$ cat src/rtl/fm_env_seq_pkg.sv
// Shared types and helpers for the FM envelope sequencer.
package fm_env_seq_pkg;

  localparam int unsigned DEF_NUM_OPS = 36;
  localparam int unsigned DEF_CNT_W   = 16;
  localparam int unsigned OP_W        = 6;
  localparam int unsigned LVL_W       = 9;
  localparam int unsigned RATE_W      = 4;

  localparam logic [LVL_W-1:0] ENV_MAX = 9'd511;

  typedef enum logic [1:0] {
    ENV_ATTACK  = 2'd0,
    ENV_DECAY   = 2'd1,
    ENV_SUSTAIN = 2'd2,
    ENV_RELEASE = 2'd3
  } env_state_e;

  typedef enum logic [1:0] {
    SEQ_INIT,
    SEQ_CLEAR,
    SEQ_IDLE,
    SEQ_SWEEP
  } seq_state_e;

  // One envelope RAM word: {key_prev, state, level}
  typedef struct packed {
    logic             key_prev;
    env_state_e       state;
    logic [LVL_W-1:0] level;
  } env_entry_t;

  // Rate r steps when the low (15-r) counter bits are all zero; r=0 never steps.
  function automatic logic rate_step(input logic [RATE_W-1:0] rate, input logic [14:0] cnt);
    logic [15:0] span;
    span = 16'd1 << (4'd15 - rate);
    return (rate != 4'd0) && ((cnt & 15'(span - 16'd1)) == 15'd0);
  endfunction

endpackage

$ cat src/rtl/fm_env_state_ram.sv
// 64x12 per-operator envelope state store: synchronous write, asynchronous read.
module fm_env_state_ram
  import fm_env_seq_pkg::*;
(
  input  logic             clk,
  input  logic             we_i,
  input  logic [OP_W-1:0]  addr_i,
  input  env_entry_t       wdata_i,
  output env_entry_t       rdata_c
);

  env_entry_t mem_q [64];

  always_ff @(posedge clk) begin
    if (we_i) mem_q[addr_i] <= wdata_i;
  end

  assign rdata_c = mem_q[addr_i];

endmodule

$ cat src/rtl/fm_env_seq.sv
// Sweeps the operator attribute RAM once per sample tick, advances each operator's
// ADSR envelope and streams one attenuation value per operator.
module fm_env_seq
  import fm_env_seq_pkg::*;
#(
  parameter int unsigned NUM_OPS = DEF_NUM_OPS,
  parameter int unsigned CNT_W   = DEF_CNT_W
) (
  input  logic        clk,
  input  logic        reset,
  input  logic        sample_tick,
  input  logic [63:0] key_on,
  output logic [5:0]  op_sel,
  input  logic        op_egt,
  input  logic [5:0]  op_tl,
  input  logic [3:0]  op_ar,
  input  logic [3:0]  op_dr,
  input  logic [3:0]  op_sl,
  input  logic [3:0]  op_rr,
  output logic        busy,
  output logic        env_valid,
  output logic [5:0]  env_op,
  output logic [8:0]  env_level,
  output logic        overrun
);

  localparam logic [OP_W-1:0] LAST_OP = OP_W'(NUM_OPS - 1);

  seq_state_e        state_q, state_d;
  logic [OP_W-1:0]   op_sel_q, op_sel_d;
  logic              busy_q, busy_d;
  logic              env_valid_q, env_valid_d;
  logic [OP_W-1:0]   env_op_q, env_op_d;
  logic [LVL_W-1:0]  env_level_q, env_level_d;
  logic              overrun_q, overrun_d;
  logic [CNT_W-1:0]  cnt_q, cnt_d;

  logic              ram_we;
  env_entry_t        ram_wdata;
  env_entry_t        ram_rdata;
  env_entry_t        env_next;
  logic [LVL_W-1:0]  env_out;

  fm_env_state_ram u_state_ram (
    .clk     (clk),
    .we_i    (ram_we),
    .addr_i  (op_sel_q),
    .wdata_i (ram_wdata),
    .rdata_c (ram_rdata)
  );

  // Envelope update for the operator currently addressed by op_sel.
  always_comb begin : env_calc
    logic              key_c;
    env_state_e        st;
    logic [LVL_W-1:0]  lvl;
    logic [LVL_W-1:0]  dec;
    logic [LVL_W-1:0]  target;
    logic [14:0]       cnt_lo;
    logic [9:0]        sum;

    key_c  = key_on[op_sel_q];
    st     = ram_rdata.state;
    lvl    = ram_rdata.level;
    dec    = (ram_rdata.level >> 3) + 9'd1;
    target = (op_sl == 4'hF) ? ENV_MAX : {op_sl, 5'b0};
    cnt_lo = 15'(cnt_q);

    // Key edges take effect before this visit's rate step.
    if (key_c && !ram_rdata.key_prev)      st = ENV_ATTACK;
    else if (!key_c && ram_rdata.key_prev) st = ENV_RELEASE;

    case (st)
      ENV_ATTACK: begin
        if (op_ar == 4'hF)                lvl = '0;
        else if (rate_step(op_ar, cnt_lo)) lvl = (lvl > dec) ? lvl - dec : '0;
        if (lvl == '0) st = ENV_DECAY;
      end
      ENV_DECAY: begin
        if (rate_step(op_dr, cnt_lo)) begin
          lvl = (lvl == ENV_MAX) ? lvl : lvl + 9'd1;
          if (lvl >= target) st = ENV_SUSTAIN;
        end
      end
      ENV_SUSTAIN: begin
        if (!op_egt && rate_step(op_rr, cnt_lo))
          lvl = (lvl == ENV_MAX) ? lvl : lvl + 9'd1;
      end
      ENV_RELEASE: begin
        if (rate_step(op_rr, cnt_lo))
          lvl = (lvl == ENV_MAX) ? lvl : lvl + 9'd1;
      end
    endcase

    sum      = {1'b0, lvl} + {2'b00, op_tl, 2'b00};
    env_out  = (sum > 10'(ENV_MAX)) ? ENV_MAX : sum[LVL_W-1:0];
    env_next = '{key_prev: key_c, state: st, level: lvl};
  end

  // Sequencer next-state and outputs.
  always_comb begin : seq_fsm
    state_d     = state_q;
    op_sel_d    = op_sel_q;
    busy_d      = busy_q;
    env_valid_d = 1'b0;
    env_op_d    = env_op_q;
    env_level_d = env_level_q;
    overrun_d   = sample_tick & busy_q;
    cnt_d       = cnt_q;
    ram_we      = 1'b0;
    ram_wdata   = env_next;

    case (state_q)
      SEQ_INIT: begin
        state_d  = SEQ_CLEAR;
        busy_d   = 1'b1;
        op_sel_d = '0;
      end
      SEQ_CLEAR: begin
        ram_we    = 1'b1;
        ram_wdata = '{key_prev: 1'b0, state: ENV_RELEASE, level: ENV_MAX};
        if (op_sel_q == LAST_OP) begin
          state_d  = SEQ_IDLE;
          busy_d   = 1'b0;
          op_sel_d = '0;
        end else begin
          op_sel_d = op_sel_q + 6'd1;
        end
      end
      SEQ_IDLE: begin
        if (sample_tick) begin
          state_d  = SEQ_SWEEP;
          busy_d   = 1'b1;
          op_sel_d = '0;
        end
      end
      SEQ_SWEEP: begin
        ram_we      = 1'b1;
        env_valid_d = 1'b1;
        env_op_d    = op_sel_q;
        env_level_d = env_out;
        if (op_sel_q == LAST_OP) begin
          state_d  = SEQ_IDLE;
          busy_d   = 1'b0;
          op_sel_d = '0;
          cnt_d    = cnt_q + CNT_W'(1);
        end else begin
          op_sel_d = op_sel_q + 6'd1;
        end
      end
    endcase
  end

  always_ff @(posedge clk or posedge reset) begin
    if (reset) begin
      state_q     <= SEQ_INIT;
      op_sel_q    <= '0;
      busy_q      <= 1'b0;
      env_valid_q <= 1'b0;
      env_op_q    <= '0;
      env_level_q <= ENV_MAX;
      overrun_q   <= 1'b0;
      cnt_q       <= '0;
    end else begin
      state_q     <= state_d;
      op_sel_q    <= op_sel_d;
      busy_q      <= busy_d;
      env_valid_q <= env_valid_d;
      env_op_q    <= env_op_d;
      env_level_q <= env_level_d;
      overrun_q   <= overrun_d;
      cnt_q       <= cnt_d;
    end
  end

  assign op_sel    = op_sel_q;
  assign busy      = busy_q;
  assign env_valid = env_valid_q;
  assign env_op    = env_op_q;
  assign env_level = env_level_q;
  assign overrun   = overrun_q;

endmodule

$ cat config.mk
export PLATFORM = sky130hd
export DESIGN_NAME = fm_env_seq
export DESIGN_NICKNAME = d
export VERILOG_FILES = /design/src/rtl/fm_env_seq_pkg.sv /design/src/rtl/fm_env_state_ram.sv /design/src/rtl/fm_env_seq.sv
export SDC_FILE = /design/constraint.sdc
export NUM_CORES = 1
export LEC_CHECK = 0
export ABC_CLOCK_PERIOD_IN_PS = 9150
export CAP_MARGIN = 10
export CORE_MARGIN = 1
export CORE_UTILIZATION = 50
export DETAILED_ROUTE_END_ITERATION = 8
export GPL_TIMING_DRIVEN = 0
export PLACE_DENSITY_LB_ADDON = 0.1
export RECOVER_POWER = 25
export SLEW_MARGIN = 20
export SYNTH_ARGS = -nofsm -noshare
export SYNTH_HDL_FRONTEND = slang
export SYNTH_SLANG_ARGS = --single-unit
$ cat constraint.sdc
create_clock -name clk -period 9.15 [get_ports clk]
set_input_delay 0.915 -clock clk [delete_from_list [all_inputs] [get_ports clk]]
set_output_delay 0.915 -clock clk [all_outputs]
set_load 0.01 [all_outputs]
**After elaboration in Yosys (flattened, before gate mapping)**

Memory sizes are Yosys's and may differ from the RTL's.
Cells that the tools add are included.

- Register bits after elaboration: 42
- RAM bits: 768
- Input port bits: 90
- Output and inout port bits: 24
- Logic and storage cells: 98
- Memories: 1

- Add/sub/neg operators: 12
- Order comparisons: 4
- Equal/unequal tests: 12
- Shift operators: 3
- Mux-type cells: 33
- Bitwise operators: 4
- Reduce and logical (&&, ||, !) cells: 21

Memories:

| memory | words | width | rd ports | clocked after Yosys merged registers in | wr ports | line | source |
|---|---|---|---|---|---|---|---|
| u_state_ram.mem_q | 64 | 12 | 1 | 0 | 1 | fm_env_state_ram.sv:12 | `env_entry_t mem_q [64];` |

Operators by type and width:

| kind | count |
|---|---|
| $mux W9 | 10 |
| $and A15 B15 Y15 | 3 |
| $logic_not A15 Y1 | 3 |
| $shl A1 B4 Y15 const A | 3 |
| $sub A15 B1 Y15 const B | 3 |
| $pmux W9 S4 | 1 |
| $pmux W6 S3 | 1 |
| $add A16 B1 Y16 const B | 1 |
| $mux W2 | 7 |
| $mux W12 | 1 |
| $mux W6 | 2 |
| $reduce_bool A4 Y1 | 3 |
| $sub A4 B4 Y4 const A | 3 |
| $add A9 B8 Y10 | 1 |
| $gt A10 B9 Y1 const B | 1 |
| $add A9 B1 Y9 const B | 1 |
| $eq A9 B9 Y1 const B | 1 |
| $ge A9 B9 Y1 | 1 |
| $gt A9 B7 Y1 | 1 |
| $logic_not A9 Y1 | 1 |
| $sub A9 B7 Y9 | 1 |
| $eq A2 B2 Y1 const B | 4 |
| $eq A4 B4 Y1 const B | 2 |
| $add A6 B1 Y7 const B | 1 |
| other kinds (17) | 33 |

**Longest topological paths before layout**

- Depth in word-level cells: 13
- Gate-level depth with buffers: 36
- Depth with buffers taken out: 31

**By module**

From an unflattened synthesis, not the netlist that was laid out.

- Cells, all modules: 2390
- Area, all modules: 34946.0 um2

Modules (own cells, without submodules):

| module | instances | cells an instance | area an instance (um2) | seq. area each (um2) |
|---|---|---|---|---|
| fm_env_state_ram | 1 | 1735 | 29763.5 | 23062.1 |
| fm_env_seq | 1 | 655 | 5182.5 | 1037.2 |

**Worst setup path before layout**

Ideal clock, no wire load.

- Kind: input to register
- From: in op_dr[2]
- To: mem u_state_ram.mem_q[0][4] in the netlist's numbering, data pin
- Arrival time: 6.422 ns
- Setup slack: 2.000 ns
- Stages on the path: 15
- Buffers on the path: 2
- Path through: clkbuf_1 > nand2_1 > or3_1 > ha_1 > clkbuf_1 > or4b_2 > a21boi_0 > o21ai_0 > o2111ai_1 > inv_1 > o221ai_1 > nand2_1 > o21ai_0 > o21ba_1 > o311ai_1

RTL lines:

| element | line | source |
|---|---|---|
| from (decl) | fm_env_seq.sv:17 | `input logic [3:0] op_dr,` |
| to (decl) | fm_env_state_ram.sv:12 |  |

**Worst setup path after layout**

- From: reg op_sel_q[1] (netlist: op_sel[1])
- To: reg env_level_q[1] (netlist: env_level[1])

- Word-level cells in the longest chain between the ends: 11
- Elaborated cells on any way between the ends: 30
- Classes of those cells: add/sub: 4; order compare: 2; eq/ne: 4; mux: 14; reduce/logical: 5; memory: 1

RTL lines:

| element | line | source |
|---|---|---|
| from (decl) | fm_env_seq.sv:30 | `logic [OP_W-1:0] op_sel_q, op_sel_d;` |
| from (signal assigned) | fm_env_seq.sv:166 | `op_sel_q <= op_sel_d;` |
| $mem_v2 Z64 W12 / $bmux W1 S6 (equally long branches) | - |  |
| $add A6 B1 Y7 / $mux W1 (equally long branches) | fm_env_seq.sv:65, fm_env_seq.sv:62 |  |
| $sub A9 B7 Y9, or another cell as far along | fm_env_seq.sv:76 | `else if (rate_step(op_ar, cnt_lo)) lvl = (lvl > dec) ? lvl - dec : '0;` |
| $mux W9 / $logic_and A1 B1 Y1 (equally long branches) | fm_env_seq.sv:76, fm_env_seq.sv:71 |  |
| $mux W9 / $mux W2 (equally long branches) | fm_env_seq.sv:76, fm_env_seq.sv:71 |  |
| $mux W9 / $mux W2 (equally long branches) | fm_env_seq.sv:75, fm_env_seq.sv:70 |  |
| $mux W9, or another cell as far along | fm_env_seq.sv:73 | `case (st)` |
| $pmux W9 S4 (*) | fm_env_seq.sv:73 |  |
| $add A9 B8 Y10 (*) | fm_env_seq.sv:95 | `sum = {1'b0, lvl} + {2'b00, op_tl, 2'b00};` |
| $gt A10 B9 Y1 | fm_env_seq.sv:96 | `env_out = (sum > 10'(ENV_MAX)) ? ENV_MAX : sum[LVL_W-1:0];` |
| $mux W9 (*) | fm_env_seq.sv:96 |  |
| to (signal assigned) | fm_env_seq.sv:170 | `env_level_q <= env_level_d;` |
| to (decl) | fm_env_seq.sv:34 | `logic [LVL_W-1:0] env_level_q, env_level_d;` |

Mark *: on every way between the ends. The rest lies on a longest branch, timed or not. The select of a mux whose other input is x is not followed.
A chain may end at the register's enable or synchronous reset.

==> results.toml <==
[status]
status = "finished with violations"
violations = "capacitance limit, slew limit"

[cells_and_area]
register_area_mm2 = 0.02410
multi_input_area_mm2 = 0.01016
drive_gt1_frac = 0.1803
final_common_cell = "edfxtp_1"
final_cell_area_mm2 = 0.04107
stdcell_count = 3537
final_nets = 2655
utilization = 0.5956
fillers = 5359
final_cell_mix = "edfxtp_1, mux2i_1, nand2_1, clkbuf_1"
syn2layout_area_growth_pct = 17.45

[global_routing]
antenna_found_initial = 8
overflow = 0
track_usage = 0.3858
grt_max_degree = 65
grt_pass1_vias = 23040
grt_pass1_wl_mm = 183.8

[logic_synthesis]
yosys_warnings = 0
yosysSeqAreaShare = 0.6892
synth_edf_count = 768
postSynth.asyncResetShare = 0.05068
ys_types = 105
synth_ff_type = "edfxtp_1"
syn_avg_cell_area_um2 = 15.48
ys_ff_latch = 809
syn_area_mm2 = 0.03496
syn_nets = 2380
syn_inst = 2259

[cts]
cts_made_buffers = 85
clk_pin_slew_ns = 0.06
cts_root_buf = "clkbuf_16"
cts.sinks = 809
clock_latency_ns = 0.67
cts_tree = "yes"
clockBufferDepth = 3
hold_buffers = 0
h-tree-depth = 3

[floorplanning]
core_mm2 = 0.06895
chipHeight_um = 266.4
ios = 114
start_util = 0.5071
row_count = 96
design.die.area_mm2 = 0.07099
die_x_um = 266.4

[critical_path]
reg2reg_depth = 29
path_delay_family = "compound AO/OA/AOI/OAI gates"
slowest_stage = "o21ai_0"
start_kind = "flip-flop"
path_class = "reg -> reg"
rrSetupSlack_ns = 0.02
worst_ep_required_time_ns = 9.70
slowest_delay_ns = 0.75
cp_num_buf_inv = 6
cp.arrival_ns = 9.68
r2r-end = "env_level[1]"
crit_path_max_fanout = 10
reg2reg_from = "op_sel[1]"
endpoint_kind = "flip-flop"

[routing]
vias = 24320
drtPass1Iterations = 7
antenna_left = 0
wl_mm = 137.0
drt-wirelength-per-cell_um = 38.74
drt-initial-drc-count = 3692
drt-vias-per-instance = 6.877
drc = 0

[timing]
min_period_ns = 9.131
min_period_over_period = 0.9979
relSlewSlack = -0.2178
skew_ns = 0.02409
worst_slew_pin_slew_ns = 1.827
slew_viol_final = 67
rsz0062_at_grt = "true"
hold_viol = 0
setup_viol = 0
max_freq_mhz = 109.5

[place]
hpwlAfterDp_mm = 95.46
placed_cells = 3377
place_area_mm2 = 0.03849
gp_congestion = 1.060
port_buffers = 112

[hold_path]
hp-class = "reg -> reg"
hold_start = "env_op[5]"
hold-path-cell-count = 2
min_to = "env_op[5]"

[run]
cap_violations = 2
## how the worst max path moves through the flow
stage	start	endpoint	slack, ns	depth (start not counted)
5_1_grt	op_sel[1]	u_state_ram.mem_q[5][9]	-0.06	26
3_5_place_dp	op_sel[1]	env_level[1]	-0.28	29
4_1_cts	op_sel[2]	env_level[1]	0.01	32
2_1_floorplan	op_dr[2]	u_state_ram.mem_q[0][4]	2.00	15
6_report	op_sel[1]	env_level[1]	0.02	29
3_3_place_gp	op_sel[2]	u_state_ram.mem_q[19][4]	-3.47	14
## state kept, by name, summed over array words and instances, names as in the netlist
signal / cells
cnt_q: 15
overrun: 1
env_op: 6
busy: 1
env_level: 9
state_q: 2
u_state_ram.mem_q: 768
op_sel: 6
env_valid: 1
## area by class of cell
class,count,area share
diodes,5,0.0003047
plain buffers,148,0.02041
clock buffers,105,0.05362
clock inverters,49,0.01365
inverters,45,0.004113
multi-input cells,1257,0.2475
flip-flops and latches,809,0.5869
well taps,931,0.02837
repair buffers,188,0.04518
## tightest hold or removal path, delay by kind of cell, from the launching register on
kind             cells  cell delay (ns)
flip-flops           1             0.34
AND/OR/NAND/NOR      2             0.10
## metrics by stage
step / setup slack (ns) / hold WS, ns / TNS (ns)
2_1_floorplan: 2.001 / 0.4839 / 0
3_3_place_gp: -3.469 / 0.4631 / -748.40
3_5_place_dp: -0.2788 / 0.4664 / -7.589
4_1_cts: 0.01369 / 0.4800 / 0
5_1_grt: -0.05587 / 0.5198 / -1.643
6_report: 0.01925 / 0.4747 / 0
## synth_stat cells (10+ instances only)
| cell | count | area [um^2] |
|---|---|---|
| nor2_1 | 135 | 506.7 |
| nor2b_1 | 22 | 137.6 |
| dfrtp_1 | 32 | 800.8 |
| mux4_2 | 58 | 1306 |
| o22a_1 | 23 | 201.4 |
| buf_2 | 54 | 270.3 |
| o22ai_1 | 51 | 319.1 |
| nor3_1 | 23 | 115.1 |
| and2_1 | 14 | 87.58 |
| mux2i_1 | 134 | 1341 |
| clkbuf_1 | 57 | 214.0 |
| a21oi_1 | 55 | 275.3 |
| xnor2_1 | 30 | 262.8 |
| a221o_1 | 22 | 220.2 |
| nand4_1 | 15 | 93.84 |
| a22o_1 | 15 | 131.4 |
| o21ai_0 | 61 | 305.3 |
| a22oi_1 | 57 | 427.9 |
| nand3_1 | 35 | 175.2 |
| buf_4 | 14 | 105.1 |
| nand2b_1 | 19 | 118.9 |
| o31ai_1 | 11 | 82.58 |
| and3_1 | 10 | 62.56 |
| a21o_1 | 14 | 105.1 |
| o21a_1 | 12 | 90.09 |
| a32oi_1 | 11 | 96.34 |
| inv_1 | 39 | 146.4 |
| ha_1 | 29 | 362.9 |
| mux2_2 | 22 | 247.7 |
| buf_6 | 18 | 202.7 |
| edfxtp_1 | 768 | 23060 |
| a31oi_1 | 24 | 150.1 |
| nand2_1 | 102 | 382.9 |
| a221oi_1 | 70 | 613.1 |
## repair_timing
item / CTS / global route
setup endpoints to repair: 73 / 137
gates resized for setup: 6 / 14
pin swaps: 1 / 0
cloned: 0 / 1
hold endpoints to repair: 0 / 0
buffers inserted: 1 / 0
## kinds of logic after synthesis
family / after synthesis / share of synthesized area
mux: 223 / 0.08592
xor+xnor: 38 / 0.009519
flops: 809 / 0.6892
fa+ha+maj: 32 / 0.01181
buf+inv: 194 / 0.02813
compound gates: 529 / 0.1129
simple gates: 434 / 0.06244
## layer usage
layer | track usage | vias to the layer above | share of wire
met4 | 0.2277 | 8 | 0.072
met2 | 0.5743 | 1922 | 0.43
met3 | 0.1276 | 467 | 0.13
met5 | 0 | - | 0.00099
met1 | 0.4937 | 12240 | 0.36
li1 | - | 9688 | -
Power is left out: the tool's default activity adds up to more than one toggle a clock period on the data nets, which glitch-free logic cannot reach.
